==> src/rtl/pixel_csc_pkg.sv <==
// -----------------------------------------------------------------------------
// csc_pkg
// Shared definitions for the pixel colour-space converter:
//   - csc_mode_e   : luma coefficient set selected per pixel
//   - rgb_t        : one expanded 8-bit-per-channel RGB pixel
//   - luma_coef_t  : R/G/B luma weights, fractions of 256
//   - accumulator widths, rounding bias and chroma constants
//   - luma_coef()  : mode -> luma weights lookup
// -----------------------------------------------------------------------------
package csc_pkg;

    localparam int PIX_W      = 8;
    localparam int FRAC_BITS  = 8;    // coefficients are fractions of 2**FRAC_BITS
    localparam int ROUND_BIAS = 128;  // half an LSB after the >> FRAC_BITS
    localparam int Y_ACC_W    = 18;
    localparam int C_ACC_W    = 19;
    localparam int CHROMA_MID = 128;

    typedef enum logic [1:0] {
        MODE_BT601 = 2'd0,
        MODE_BT709 = 2'd1,
        MODE_AVG   = 2'd2,
        MODE_GREEN = 2'd3
    } csc_mode_e;

    typedef struct packed {
        logic [PIX_W-1:0] r;
        logic [PIX_W-1:0] g;
        logic [PIX_W-1:0] b;
    } rgb_t;

    typedef struct packed {
        logic [8:0] r;
        logic [8:0] g;
        logic [8:0] b;
    } luma_coef_t;

    localparam luma_coef_t COEF_BT601 = '{r: 9'd77, g: 9'd150, b: 9'd29};
    localparam luma_coef_t COEF_BT709 = '{r: 9'd54, g: 9'd183, b: 9'd19};
    localparam luma_coef_t COEF_AVG   = '{r: 9'd85, g: 9'd86,  b: 9'd85};
    localparam luma_coef_t COEF_GREEN = '{r: 9'd0,  g: 9'd256, b: 9'd0};

    // BT.601 chroma weights (signed, fractions of 256)
    localparam int CB_R = -43;
    localparam int CB_G = -85;
    localparam int CB_B = 128;
    localparam int CR_R = 128;
    localparam int CR_G = -107;
    localparam int CR_B = -21;

    function automatic luma_coef_t luma_coef(input csc_mode_e mode);
        luma_coef_t c;
        case (mode)
            MODE_BT601: c = COEF_BT601;
            MODE_BT709: c = COEF_BT709;
            MODE_AVG:   c = COEF_AVG;
            default:    c = COEF_GREEN;
        endcase
        return c;
    endfunction

endpackage

==> src/rtl/pixel_csc_if.sv <==
// -----------------------------------------------------------------------------
// pixel_csc_if
// Pixel stream bundle for pixel_csc: input stream (valid/ready, din, sof, eol,
// mode), output stream (valid/ready, y/cb/cr, sof, eol) and the frame counter.
//   modport master : pixel source / sink side (drives inputs, takes results)
//   modport slave  : the converter itself
// -----------------------------------------------------------------------------
interface pixel_csc_if;

    logic        in_valid;
    logic        in_ready;
    logic [23:0] din;
    logic        in_sof;
    logic        in_eol;
    logic [1:0]  mode;

    logic        out_valid;
    logic        out_ready;
    logic [7:0]  y_out;
    logic [7:0]  cb_out;
    logic [7:0]  cr_out;
    logic        out_sof;
    logic        out_eol;
    logic [15:0] frame_cnt;

    modport master (
        output in_valid, din, in_sof, in_eol, mode, out_ready,
        input  in_ready, out_valid, y_out, cb_out, cr_out, out_sof, out_eol, frame_cnt
    );

    modport slave (
        input  in_valid, din, in_sof, in_eol, mode, out_ready,
        output in_ready, out_valid, y_out, cb_out, cr_out, out_sof, out_eol, frame_cnt
    );

endinterface

==> src/rtl/csc_mac3.sv <==
// -----------------------------------------------------------------------------
// csc_mac3
// Two-stage three-term multiply-add: stage 1 registers the three products
// pix.{r,g,b} * k_{r,g,b}; stage 2 sums them with a rounding bias, shifts
// right by FRAC_BITS (arithmetic), adds OFFSET and clamps to 0..255.
//   clk, rst : clock, synchronous active-high reset
//   i_en     : advance both stages (pipeline holds when low)
//   i_pix    : unsigned 8-bit R/G/B
//   i_k_*    : signed coefficients, fractions of 256
//   o_res    : registered clamped result
// -----------------------------------------------------------------------------
module csc_mac3
    import csc_pkg::*;
#(
    parameter int COEF_W = 9,
    parameter int ACC_W  = Y_ACC_W,
    parameter int OFFSET = 0
) (
    input  logic                     clk,
    input  logic                     rst,
    input  logic                     i_en,
    input  rgb_t                     i_pix,
    input  logic signed [COEF_W:0]   i_k_r,
    input  logic signed [COEF_W:0]   i_k_g,
    input  logic signed [COEF_W:0]   i_k_b,
    output logic [PIX_W-1:0]         o_res
);

    // Signed (pixel + sign bit) x signed coefficient
    localparam int PROD_W = PIX_W + COEF_W + 2;

    logic signed [PROD_W-1:0] w_p_r, w_p_g, w_p_b;
    logic signed [PROD_W-1:0] r_p_r, r_p_g, r_p_b;
    logic signed [ACC_W-1:0]  w_sum;
    logic signed [ACC_W-1:0]  w_scaled;
    logic [PIX_W-1:0]         w_clamped;
    logic [PIX_W-1:0]         r_res;

    assign w_p_r = PROD_W'($signed({1'b0, i_pix.r})) * PROD_W'(i_k_r);
    assign w_p_g = PROD_W'($signed({1'b0, i_pix.g})) * PROD_W'(i_k_g);
    assign w_p_b = PROD_W'($signed({1'b0, i_pix.b})) * PROD_W'(i_k_b);

    assign w_sum    = ACC_W'(r_p_r) + ACC_W'(r_p_g) + ACC_W'(r_p_b) + ACC_W'(ROUND_BIAS);
    assign w_scaled = (w_sum >>> FRAC_BITS) + ACC_W'(OFFSET);

    always_comb begin
        // NOTE: default assignment first so every path drives the signal and no latch is inferred.
        w_clamped = w_scaled[PIX_W-1:0];
        if (w_scaled[ACC_W-1]) begin
            w_clamped = '0;
        end else if (|w_scaled[ACC_W-2:PIX_W]) begin
            w_clamped = '1;
        end
    end

    // NOTE: datapath registers are reset as well, because the results must read 0 during reset.
    always_ff @(posedge clk) begin
        if (rst) begin
            // NOTE: non-blocking assignments so every register samples pre-edge values.
            r_p_r <= '0;
            r_p_g <= '0;
            r_p_b <= '0;
            r_res <= '0;
        end else if (i_en) begin
            r_p_r <= w_p_r;
            r_p_g <= w_p_g;
            r_p_b <= w_p_b;
            r_res <= w_clamped;
        end
    end

    assign o_res = r_res;

endmodule

==> src/rtl/pixel_csc.sv <==
// -----------------------------------------------------------------------------
// pixel_csc
// Three-stage RGB -> Y (optionally YCbCr) converter with valid/ready flow.
//   S1: expand RGB565/RGB888 to 8-bit RGB, register with mode/sof/eol
//   S2: multiply (inside csc_mac3)
//   S3: sum, round, saturate (inside csc_mac3); registered outputs
// Ports:
//   clk  : rising-edge clock
//   rst  : synchronous active-high reset, flushes the pipeline
//   bus  : pixel_csc_if.slave (in/out pixel streams, frame_cnt)
// Parameters:
//   IN_FMT : 0 = RGB565 in din[15:0], 1 = RGB888 in din[23:0]
//   COEF_W : unsigned coefficient width (>= 9)
// Build option:
//   PIXEL_CSC_YCBCR_EN : when defined, cb_out/cr_out carry BT.601 chroma;
//                        otherwise they are a constant 128 (0 during reset).
// -----------------------------------------------------------------------------
module pixel_csc
    import csc_pkg::*;
#(
    parameter int IN_FMT = 0,
    parameter int COEF_W = 9
) (
    input  logic        clk,
    input  logic        rst,
    pixel_csc_if.slave  bus
);

    localparam int KW = COEF_W + 1;

    logic                  w_adv;
    rgb_t                  w_rgb;
    luma_coef_t            w_kc;
    logic signed [KW-1:0]  w_ky_r, w_ky_g, w_ky_b;
    logic [PIX_W-1:0]      w_y;

    rgb_t                  r_rgb1;
    csc_mode_e             r_mode1;
    logic                  r_v1, r_sof1, r_eol1;
    logic                  r_v2, r_sof2, r_eol2;
    logic                  r_out_valid, r_out_sof, r_out_eol;
    logic [15:0]           r_frame_cnt;
    logic                  r_sof_seen;

    // All stages move together; a stalled output freezes the whole pipe.
    assign w_adv        = !r_out_valid || bus.out_ready;
    assign bus.in_ready = !rst && w_adv;

    // Input expansion: RGB565 channels are widened by MSB replication.
    always_comb begin
        w_rgb = bus.din;
        if (IN_FMT == 0) begin
            w_rgb.r = {bus.din[15:11], bus.din[15:13]};
            w_rgb.g = {bus.din[10:5],  bus.din[10:9]};
            w_rgb.b = {bus.din[4:0],   bus.din[4:2]};
        end
    end

    // S1 register; sof/eol are qualified with valid so bubbles carry no markers.
    always_ff @(posedge clk) begin
        if (rst) begin
            r_v1    <= 1'b0;
            r_rgb1  <= '0;
            r_mode1 <= MODE_BT601;
            r_sof1  <= 1'b0;
            r_eol1  <= 1'b0;
        end else if (w_adv) begin
            r_v1    <= bus.in_valid;
            r_rgb1  <= w_rgb;
            r_mode1 <= csc_mode_e'(bus.mode);
            r_sof1  <= bus.in_valid && bus.in_sof;
            r_eol1  <= bus.in_valid && bus.in_eol;
        end
    end

    // S2/S3 control shadows the two register stages inside csc_mac3.
    always_ff @(posedge clk) begin
        if (rst) begin
            r_v2        <= 1'b0;
            r_sof2      <= 1'b0;
            r_eol2      <= 1'b0;
            r_out_valid <= 1'b0;
            r_out_sof   <= 1'b0;
            r_out_eol   <= 1'b0;
        end else if (w_adv) begin
            r_v2        <= r_v1;
            r_sof2      <= r_sof1;
            r_eol2      <= r_eol1;
            r_out_valid <= r_v2;
            r_out_sof   <= r_sof2;
            r_out_eol   <= r_eol2;
        end
    end

    // The mode sampled with the pixel picks the weights at the multiply stage.
    assign w_kc   = luma_coef(r_mode1);
    assign w_ky_r = KW'($signed({1'b0, w_kc.r}));
    assign w_ky_g = KW'($signed({1'b0, w_kc.g}));
    assign w_ky_b = KW'($signed({1'b0, w_kc.b}));

    csc_mac3 #(
        .COEF_W (COEF_W),
        .ACC_W  (Y_ACC_W),
        .OFFSET (0)
    ) u_mac_y (
        .clk   (clk),
        .rst   (rst),
        .i_en  (w_adv),
        .i_pix (r_rgb1),
        .i_k_r (w_ky_r),
        .i_k_g (w_ky_g),
        .i_k_b (w_ky_b),
        .o_res (w_y)
    );

`ifdef PIXEL_CSC_YCBCR_EN
    logic [PIX_W-1:0] w_cb, w_cr;

    csc_mac3 #(
        .COEF_W (COEF_W),
        .ACC_W  (C_ACC_W),
        .OFFSET (CHROMA_MID)
    ) u_mac_cb (
        .clk   (clk),
        .rst   (rst),
        .i_en  (w_adv),
        .i_pix (r_rgb1),
        .i_k_r (KW'(CB_R)),
        .i_k_g (KW'(CB_G)),
        .i_k_b (KW'(CB_B)),
        .o_res (w_cb)
    );

    csc_mac3 #(
        .COEF_W (COEF_W),
        .ACC_W  (C_ACC_W),
        .OFFSET (CHROMA_MID)
    ) u_mac_cr (
        .clk   (clk),
        .rst   (rst),
        .i_en  (w_adv),
        .i_pix (r_rgb1),
        .i_k_r (KW'(CR_R)),
        .i_k_g (KW'(CR_G)),
        .i_k_b (KW'(CR_B)),
        .o_res (w_cr)
    );

    assign bus.cb_out = w_cb;
    assign bus.cr_out = w_cr;
`else
    assign bus.cb_out = rst ? 8'd0 : 8'(CHROMA_MID);
    assign bus.cr_out = rst ? 8'd0 : 8'(CHROMA_MID);
`endif

    // Frame counter: counts sof pixels actually handed off downstream; the
    // first one after reset opens frame 0 and is not a completed frame.
    always_ff @(posedge clk) begin
        if (rst) begin
            r_frame_cnt <= '0;
            r_sof_seen  <= 1'b0;
        end else if (r_out_valid && bus.out_ready && r_out_sof) begin
            if (r_sof_seen) begin
                r_frame_cnt <= r_frame_cnt + 16'd1;
            end
            r_sof_seen <= 1'b1;
        end
    end

    assign bus.out_valid = r_out_valid;
    assign bus.y_out     = w_y;
    assign bus.out_sof   = r_out_sof;
    assign bus.out_eol   = r_out_eol;
    assign bus.frame_cnt = r_frame_cnt;

endmodule
==> src/flat_wrapper.sv <==
// flat-port wrapper written by rule: the top's interface ports become plain ports
module pixel_csc_flat import csc_pkg::*;
#(
    parameter int IN_FMT = 0,
    parameter int COEF_W = 9
)
  (clk, rst, bus_in_valid, bus_din, bus_in_sof, bus_in_eol, bus_mode, bus_out_ready, bus_in_ready, bus_out_valid, bus_y_out, bus_cb_out, bus_cr_out, bus_out_sof, bus_out_eol, bus_frame_cnt);
  pixel_csc_if bus_i ();
  input  logic clk;
  input  logic rst;
  input wire logic [$bits(bus_i.in_valid)-1:0] bus_in_valid;
  input wire logic [$bits(bus_i.din)-1:0] bus_din;
  input wire logic [$bits(bus_i.in_sof)-1:0] bus_in_sof;
  input wire logic [$bits(bus_i.in_eol)-1:0] bus_in_eol;
  input wire logic [$bits(bus_i.mode)-1:0] bus_mode;
  input wire logic [$bits(bus_i.out_ready)-1:0] bus_out_ready;
  output wire logic [$bits(bus_i.in_ready)-1:0] bus_in_ready;
  output wire logic [$bits(bus_i.out_valid)-1:0] bus_out_valid;
  output wire logic [$bits(bus_i.y_out)-1:0] bus_y_out;
  output wire logic [$bits(bus_i.cb_out)-1:0] bus_cb_out;
  output wire logic [$bits(bus_i.cr_out)-1:0] bus_cr_out;
  output wire logic [$bits(bus_i.out_sof)-1:0] bus_out_sof;
  output wire logic [$bits(bus_i.out_eol)-1:0] bus_out_eol;
  output wire logic [$bits(bus_i.frame_cnt)-1:0] bus_frame_cnt;
  assign bus_i.in_valid = bus_in_valid;
  assign bus_i.din = bus_din;
  assign bus_i.in_sof = bus_in_sof;
  assign bus_i.in_eol = bus_in_eol;
  assign bus_i.mode = bus_mode;
  assign bus_i.out_ready = bus_out_ready;
  assign bus_in_ready = bus_i.in_ready;
  assign bus_out_valid = bus_i.out_valid;
  assign bus_y_out = bus_i.y_out;
  assign bus_cb_out = bus_i.cb_out;
  assign bus_cr_out = bus_i.cr_out;
  assign bus_out_sof = bus_i.out_sof;
  assign bus_out_eol = bus_i.out_eol;
  assign bus_frame_cnt = bus_i.frame_cnt;
  pixel_csc #(.IN_FMT(IN_FMT), .COEF_W(COEF_W)) u_core (.clk(clk), .rst(rst), .bus(bus_i));
endmodule
==> config.mk <==
export PLATFORM = sky130hd
export DESIGN_NAME = pixel_csc_flat
export DESIGN_NICKNAME = d
export VERILOG_FILES = /design/src/rtl/pixel_csc_pkg.sv /design/src/rtl/pixel_csc_if.sv /design/src/rtl/csc_mac3.sv /design/src/rtl/pixel_csc.sv /design/src/flat_wrapper.sv
export SDC_FILE = /design/constraint.sdc
export NUM_CORES = 1
export LEC_CHECK = 0
export ABC_AREA = 1
export BUFFER_PORTS_ARGS = -buffer_cell sky130_fd_sc_hd__buf_2
export CAP_MARGIN = 20
export CELL_PAD_IN_SITES_DETAIL_PLACEMENT = 0
export CELL_PAD_IN_SITES_GLOBAL_PLACEMENT = 1
export CORE_AREA = 2 2 126 251
export DETAILED_ROUTE_END_ITERATION = 8
export DIE_AREA = 0 0 128 253
export PLACE_DENSITY_LB_ADDON = 0.1
export SLEW_MARGIN = 20
export SYNTH_ARGS = -nofsm -noshare
export SYNTH_HDL_FRONTEND = slang
export SYNTH_SLANG_ARGS = --single-unit
==> constraint.sdc <==
create_clock -name clk -period 5 [get_ports clk]
set_input_delay 0.25 -clock clk [delete_from_list [all_inputs] [get_ports clk]]
set_output_delay 0.25 -clock clk [all_outputs]
set_load 0.02 [all_outputs]
---- Word-level counts from Yosys, hierarchy flattened ----
Cells that the tools add are included.
operators by class
  reduce and logical (&&, ||, !) cells .... 11
  multipliers ............................. 3
  add/sub/neg operators ................... 4
  equality and inequality tests ........... 2
  multiplexer cells ....................... 4
operator list
  cell                     count
  $pmux W25 S3             1
  $mul A8 B9 Y17           2
  $mux W8                  3
  $add A15 B17 Y18         1
  $add A18 B18 Y18         1
  $add A18 B9 Y18 const B  1
  $add A16 B1 Y16 const B  1
  $mul A8 B7 Y15           1
  $logic_and A1 B1 Y1      5
  $eq A2 B1 Y1 const B     1
  $eq A2 B2 Y1 const B     1
  $logic_not A1 Y1         2
  $logic_not A2 Y1         1
  $reduce_and A2 Y1        1
  $reduce_or A2 Y1         1
  $logic_or A1 B1 Y1       1
word-level totals
  input bits .............................. 32
  bits in registers ....................... 109

---- Depth between registers and ports, before layout ----
  depth in word-level cells ............... 6
  depth in mapped cells ................... 26
  depth with buffers taken out ............ 25

---- Cells and area by module ----
From an unflattened synthesis, not the netlist that was laid out.
unflattened totals
  cell total of the unflattened synthesis .. 2,054
  area, all modules ....................... 14,848.0 um^2
modules (own cells, without submodules)
  module     cells an instance  area an instance (um^2)  instances  sequential area each (um^2)
  csc_mac3   1,782              12,872.3                 1          1,241.2
  pixel_csc  272                1,975.6                  1          880.8

---- Worst setup path after synthesis ----
Ideal clock, no wire load.
  kind .................................... flip-flop to flip-flop
  from .................................... reg u_core.r_mode1[0]
  to ...................................... reg u_core.u_mac_y.r_p_g[15]
  path buffers ............................ 1
  data required time ...................... 4.885 ns
  clock period less this slack ............ 4.781 ns
  slack ................................... 0.219 ns
  arrival time ............................ 4.665 ns
  stages on the path, launching flop included .. 20
  library setup time ...................... 0.115 ns
  cells stage by stage .................... dfxtp_1 > clkbuf_1 > inv_1 > ha_1 > o21ai_0 > nor2_1 > fa_1 > fa_1 > fa_1 > inv_1 > fa_1 > inv_1 > ha_1 > a21oi_1 > o21ai_0 > a21oi_1 > o21ai_0 > xor2_1 > o21ai_0 > inv_1
on the way
  cells in the longest elaborated chain, start to end .. 3
  elaborated cells between the ends (all ways) .. 5
ends and longest elaborated chain
  item                                        line                 source
  start, declared                             pixel_csc.sv:38      csc_mode_e r_mode1;
  start signal, assigned                      pixel_csc.sv:70      r_mode1 <= csc_mode_e'(bus.mode);
  $eq A2 B2 Y1, or another cell as far along  pixel_csc_pkg.sv:53  case (mode)
  $pmux W25 S3 *                              pixel_csc_pkg.sv:53
  $mul A8 B9 Y17 *                            csc_mac3.sv:40       assign w_p_g = PROD_W'($signed({1'b0, i_pix.g})) * PROD_W'(i_k_g);
  end signal, assigned                        csc_mac3.sv:66       r_p_g <= w_p_g;
  end, declared                               csc_mac3.sv:33       logic signed [PROD_W-1:0] r_p_r, r_p_g, r_p_b;
Every way passes the cells marked *; elsewhere a longest branch is shown, timed or not.
A chain may end at the register's enable or synchronous reset.

---- Worst setup path in the final report ----
  from .................................... reg u_core.r_mode1[0]
  to ...................................... reg u_core.u_mac_y.r_p_g[11]
Same word-level chain as after synthesis.

==> metrics.yaml <==
hold_path:
  hold_depth: 3
  min_to: "u_core.r_rgb1[2]$_SDFFE_PP0N_"
  hold_class: "input port to register"
  min_from: "bus_din[4]"
grt:
  overflow: 0
  gr-usage-met3: 0.01923
  grtUsageMet2: 0.3346
  grt_max_degree: 69
  grt_pass1_vias: 8871
  antenna_found_initial: 0
  grt_pass1_wl_um: 45180
  top_usage_layer: "met2"
  met1_usage: 0.2144
  grtUsageTotal: 0.1786
die:
  fp.dieArea_um2: 32380
  die_w_um: 128
  rows: 91
  io_pins: 76
  dieHeight_um: 253
  coreArea_um2: 30510
  start_util: 0.3466
layout:
  nets: 1732
  drive_gt1_frac: 0.1033
  fill_cells: 3295
  area.growth.synth_to_final_pct: 10.99
  antenna_cells: 0
run_status:
  status: "finished clean"
clocking:
  clock_latency_ns: 0.37
  h-tree-depth: 3
  cts_buffer_depth: 2
  cts-root-buf: "clkbuf_16"
  cts_buffers: 9
  clk_pin_slew_ns: 0.08
  cts_hold_buf: 0
  clock_sinks: 100
  cts_tree: "done"
sta:
  slew_headroom: 0.4896
  setup_ws_ns: 0.3057
  slew_violations: 0
  period_minus_slack_ns: 4.694
  final.period_utilization: 0.9389
  finClkSkew_ns: 0.01082
  rsz0062_at_grt: "false"
  worstMarginPinSlew_ns: 0.7645
  timing_hold_violations_final: 0
  max_freq_mhz: 213.0
  setup_viol: 0
  setup_tns_ns: 0
logic_synthesis:
  synth-edff-count: 0
  syn_inst: 1385
  synth_seq_cells: 100
  yosysSeqAreaShare: 0.1893
  synthFlopType: "dfxtp_1"
  yosysWarningCount: 0
  syn_area_um2: 10580
  synth.avg_cell_area_um2: 7.637
  synth_top_area_cell: "dfxtp_1"
  netlist_top_cells_area: "dfxtp_1 (19%), fa_1 (18%), ha_1 (18%)"
  synth_top_area_frac: 0.1893
  async_reset_ff_frac: 0
  synth.distinct_cells: 44
power:
  p_leak_nw: 6.681
  ir_drop_mv: 0.1877
  power_density_nw_per_um2: 340.3
drt:
  detail-route-antenna-nets: 0
  routedWlPerCell_um: 14.88
  drtIter0Drc: 372
  vias_per_cell: 4.675
  drc_errors: 0
  wirelength_um: 27140
  vias: 8528
  dr.pass1.iters: 6
worst_setup_path:
  worstRegToRegCells: 21
  slowest_stage: "fa_1"
  cp_max_fo: 5
  worstPathCellList: "inv_1 -> ha_1 -> o21ai_0 -> buf_4 -> nor2_1 -> fa_1 -> fa_1 -> fa_1 -> inv_1 -> fa_1 -> inv_1 -> ha_1 -> nand2_1 -> o21ai_1 -> a21oi_2 -> buf_4 -> buf_4 -> nand2_1 -> nand2_1 -> o221ai_1 -> inv_1"
  cp-start-kind: "register"
  regToRegSetupSlack_ns: 0.31
  cp_data_arrival_time_ns: 4.95
  crit_type: "register to register"
  critPathCaptureType: "register"
  worstReg2RegEnd: "u_core.u_mac_y.r_p_g[11]$_SDFFE_PP0N_"
  cpPeakStageDelay_ns: 0.55
  cp_top_family: "adder cells"
  path_buf_inv: 7
  worstPathRequired_ns: 5.26
  r2r-start: "u_core.r_mode1[0]$_SDFFE_PP0N_"
run:
  drv_cap: 0
placed_design:
  gp_congestion: 0.8471
  preCtsSetupSlack_ns: 0.01799
  dp_hpwl_um: 22750
  port_buffers: 53
==> worst max-delay path by stage <==
stage	start	to	slack, ns	cells after the start
2_1_floorplan	u_core.r_mode1[0]$_SDFFE_PP0N_	u_core.u_mac_y.r_p_g[15]$_SDFFE_PP0N_	0.22	19
3_3_place_gp	u_core.r_mode1[1]$_SDFFE_PP0N_	u_core.u_mac_y.r_p_g[15]$_SDFFE_PP0N_	0.10	23
3_5_place_dp	u_core.r_mode1[1]$_SDFFE_PP0N_	u_core.u_mac_y.r_p_g[15]$_SDFFE_PP0N_	0.02	23
4_1_cts	u_core.r_mode1[1]$_SDFFE_PP0N_	u_core.u_mac_y.r_p_g[15]$_SDFFE_PP0N_	0.08	23
5_1_grt	u_core.r_mode1[0]$_SDFFE_PP0N_	u_core.u_mac_y.r_p_g[12]$_SDFFE_PP0N_	0.0005	25
6_report	u_core.r_mode1[0]$_SDFFE_PP0N_	u_core.u_mac_y.r_p_g[11]$_SDFFE_PP0N_	0.31	21
==> layout by cell type (no fill, tap or decap), drive strengths merged, types with 4 or more instances in the layout <==
| master | n |
|---|---|
| inv | 311 |
| nand2 | 228 |
| ha | 154 |
| nor2 | 116 |
| dfxtp | 100 |
| fa | 97 |
| a21oi | 94 |
| o21ai | 91 |
| buf | 88 |
| nand3 | 45 |
| xor2 | 22 |
| o21bai | 15 |
| conb | 14 |
| nand4 | 12 |
| o211ai | 11 |
| clkbuf | 11 |
| nor3 | 10 |
| xnor2 | 7 |
| o21a | 4 |
==> per-layer routing <==
layer	up-vias	share of wire
li1	4433	-
met1	4001	0.43
met2	78	0.53
met3	16	0.017
met4	0	0.014
met5	-	0
==> area by class of cell <==
| class | instances | area (um2) | share of cell area |
|---|---|---|---|
| inverters | 311 | 1167 | 0.09944 |
| multi-input cells | 939 | 7301 | 0.6219 |
| flip-flops and latches | 100 | 2004 | 0.1707 |
| well taps | 372 | 465.4 | 0.03965 |
| clock buffers | 11 | 252.7 | 0.02153 |
| clock inverters | 3 | 21.27 | 0.001812 |
| repair buffers | 88 | 528.0 | 0.04497 |
==> cells in the mapped netlist (2+ instances only) <==
| master | instances |
|---|---|
| a31oi_1 | 2 |
| nand2_1 | 223 |
| xor2_1 | 22 |
| o21a_1 | 4 |
| a21o_1 | 3 |
| nor2_4 | 4 |
| a21oi_1 | 90 |
| nor3_2 | 2 |
| nor2_2 | 3 |
| buf_2 | 4 |
| nand4_1 | 11 |
| nand2_2 | 4 |
| o21ai_1 | 2 |
| nand3_1 | 42 |
| buf_4 | 15 |
| o21ai_0 | 89 |
| o21bai_1 | 15 |
| a211oi_1 | 2 |
| buf_1 | 4 |
| xnor2_1 | 7 |
| fa_1 | 97 |
| inv_2 | 3 |
| o211ai_1 | 11 |
| clkbuf_1 | 25 |
| nor3_1 | 8 |
| dfxtp_1 | 100 |
| nor2_1 | 109 |
| nand3_2 | 3 |
| o221ai_1 | 3 |
| inv_1 | 307 |
| ha_1 | 154 |
| a21oi_2 | 4 |
| and2_1 | 2 |
==> worst reg2reg max path: cells and delay by family (launching register included) <==
kind | cells | cell delay, ns
simple gates | 4 | 0.26
flops | 1 | 0.38
fa+ha+maj | 6 | 2.66
compound gates | 4 | 0.59
buf+inv | 7 | 0.70
==> report_power, final <==
part	total [mW]	switching [mW]	internal [mW]
Clock	0.694	0.334	0.361
Combinational	2.28	1.40	0.877
Sequential	1.02	0.105	0.919
==> per-stage QoR <==
step	hold slack (ns)	power [mW]	instance area [um2]	utilization	std cells
after floorplan	0.3946	2.667	10630	-	1398
after global placement	0.4379	3.329	11380	0.3729	1809
after detailed placement	0.4467	3.322	11380	0.3729	1809
after CTS	0.1222	4.065	11650	0.3820	1823
after global routing	0.1569	4.459	11740	0.3847	1824
final	0.1437	3.995	11740	0.3847	1824
==> flip-flops by register name (all words and copies together) (netlist names), 2 cells and up <==
signal                count
u_core.u_mac_y.r_p_g     17
u_core.bus.frame_cnt     16
u_core.r_rgb1            16
u_core.u_mac_y.r_p_b     16
u_core.u_mac_y.r_p_r     15
u_core.u_mac_y.o_res      8
u_core.r_mode1            2
==> what timing repair did <==
item                                    CTS  global route
resized for setup                         1            22
setup buffers                             0             1
cloned                                    0             0
pin swaps                                 0             0
endpoints found under the setup margin    1            12
==> logic make-up (layout without fill, tap and decap cells) <==
kind of cell,count (synthesis),in the layout,synth area share
fa+ha+maj,251,251,0.3657
other cells,1,14,0.0003545
flops,100,100,0.1893
compound gates,228,228,0.1198
simple gates,417,417,0.1676
xor+xnor,29,29,0.02401
buf+inv,359,413,0.1332
Power figures use the tool's default switching activity.
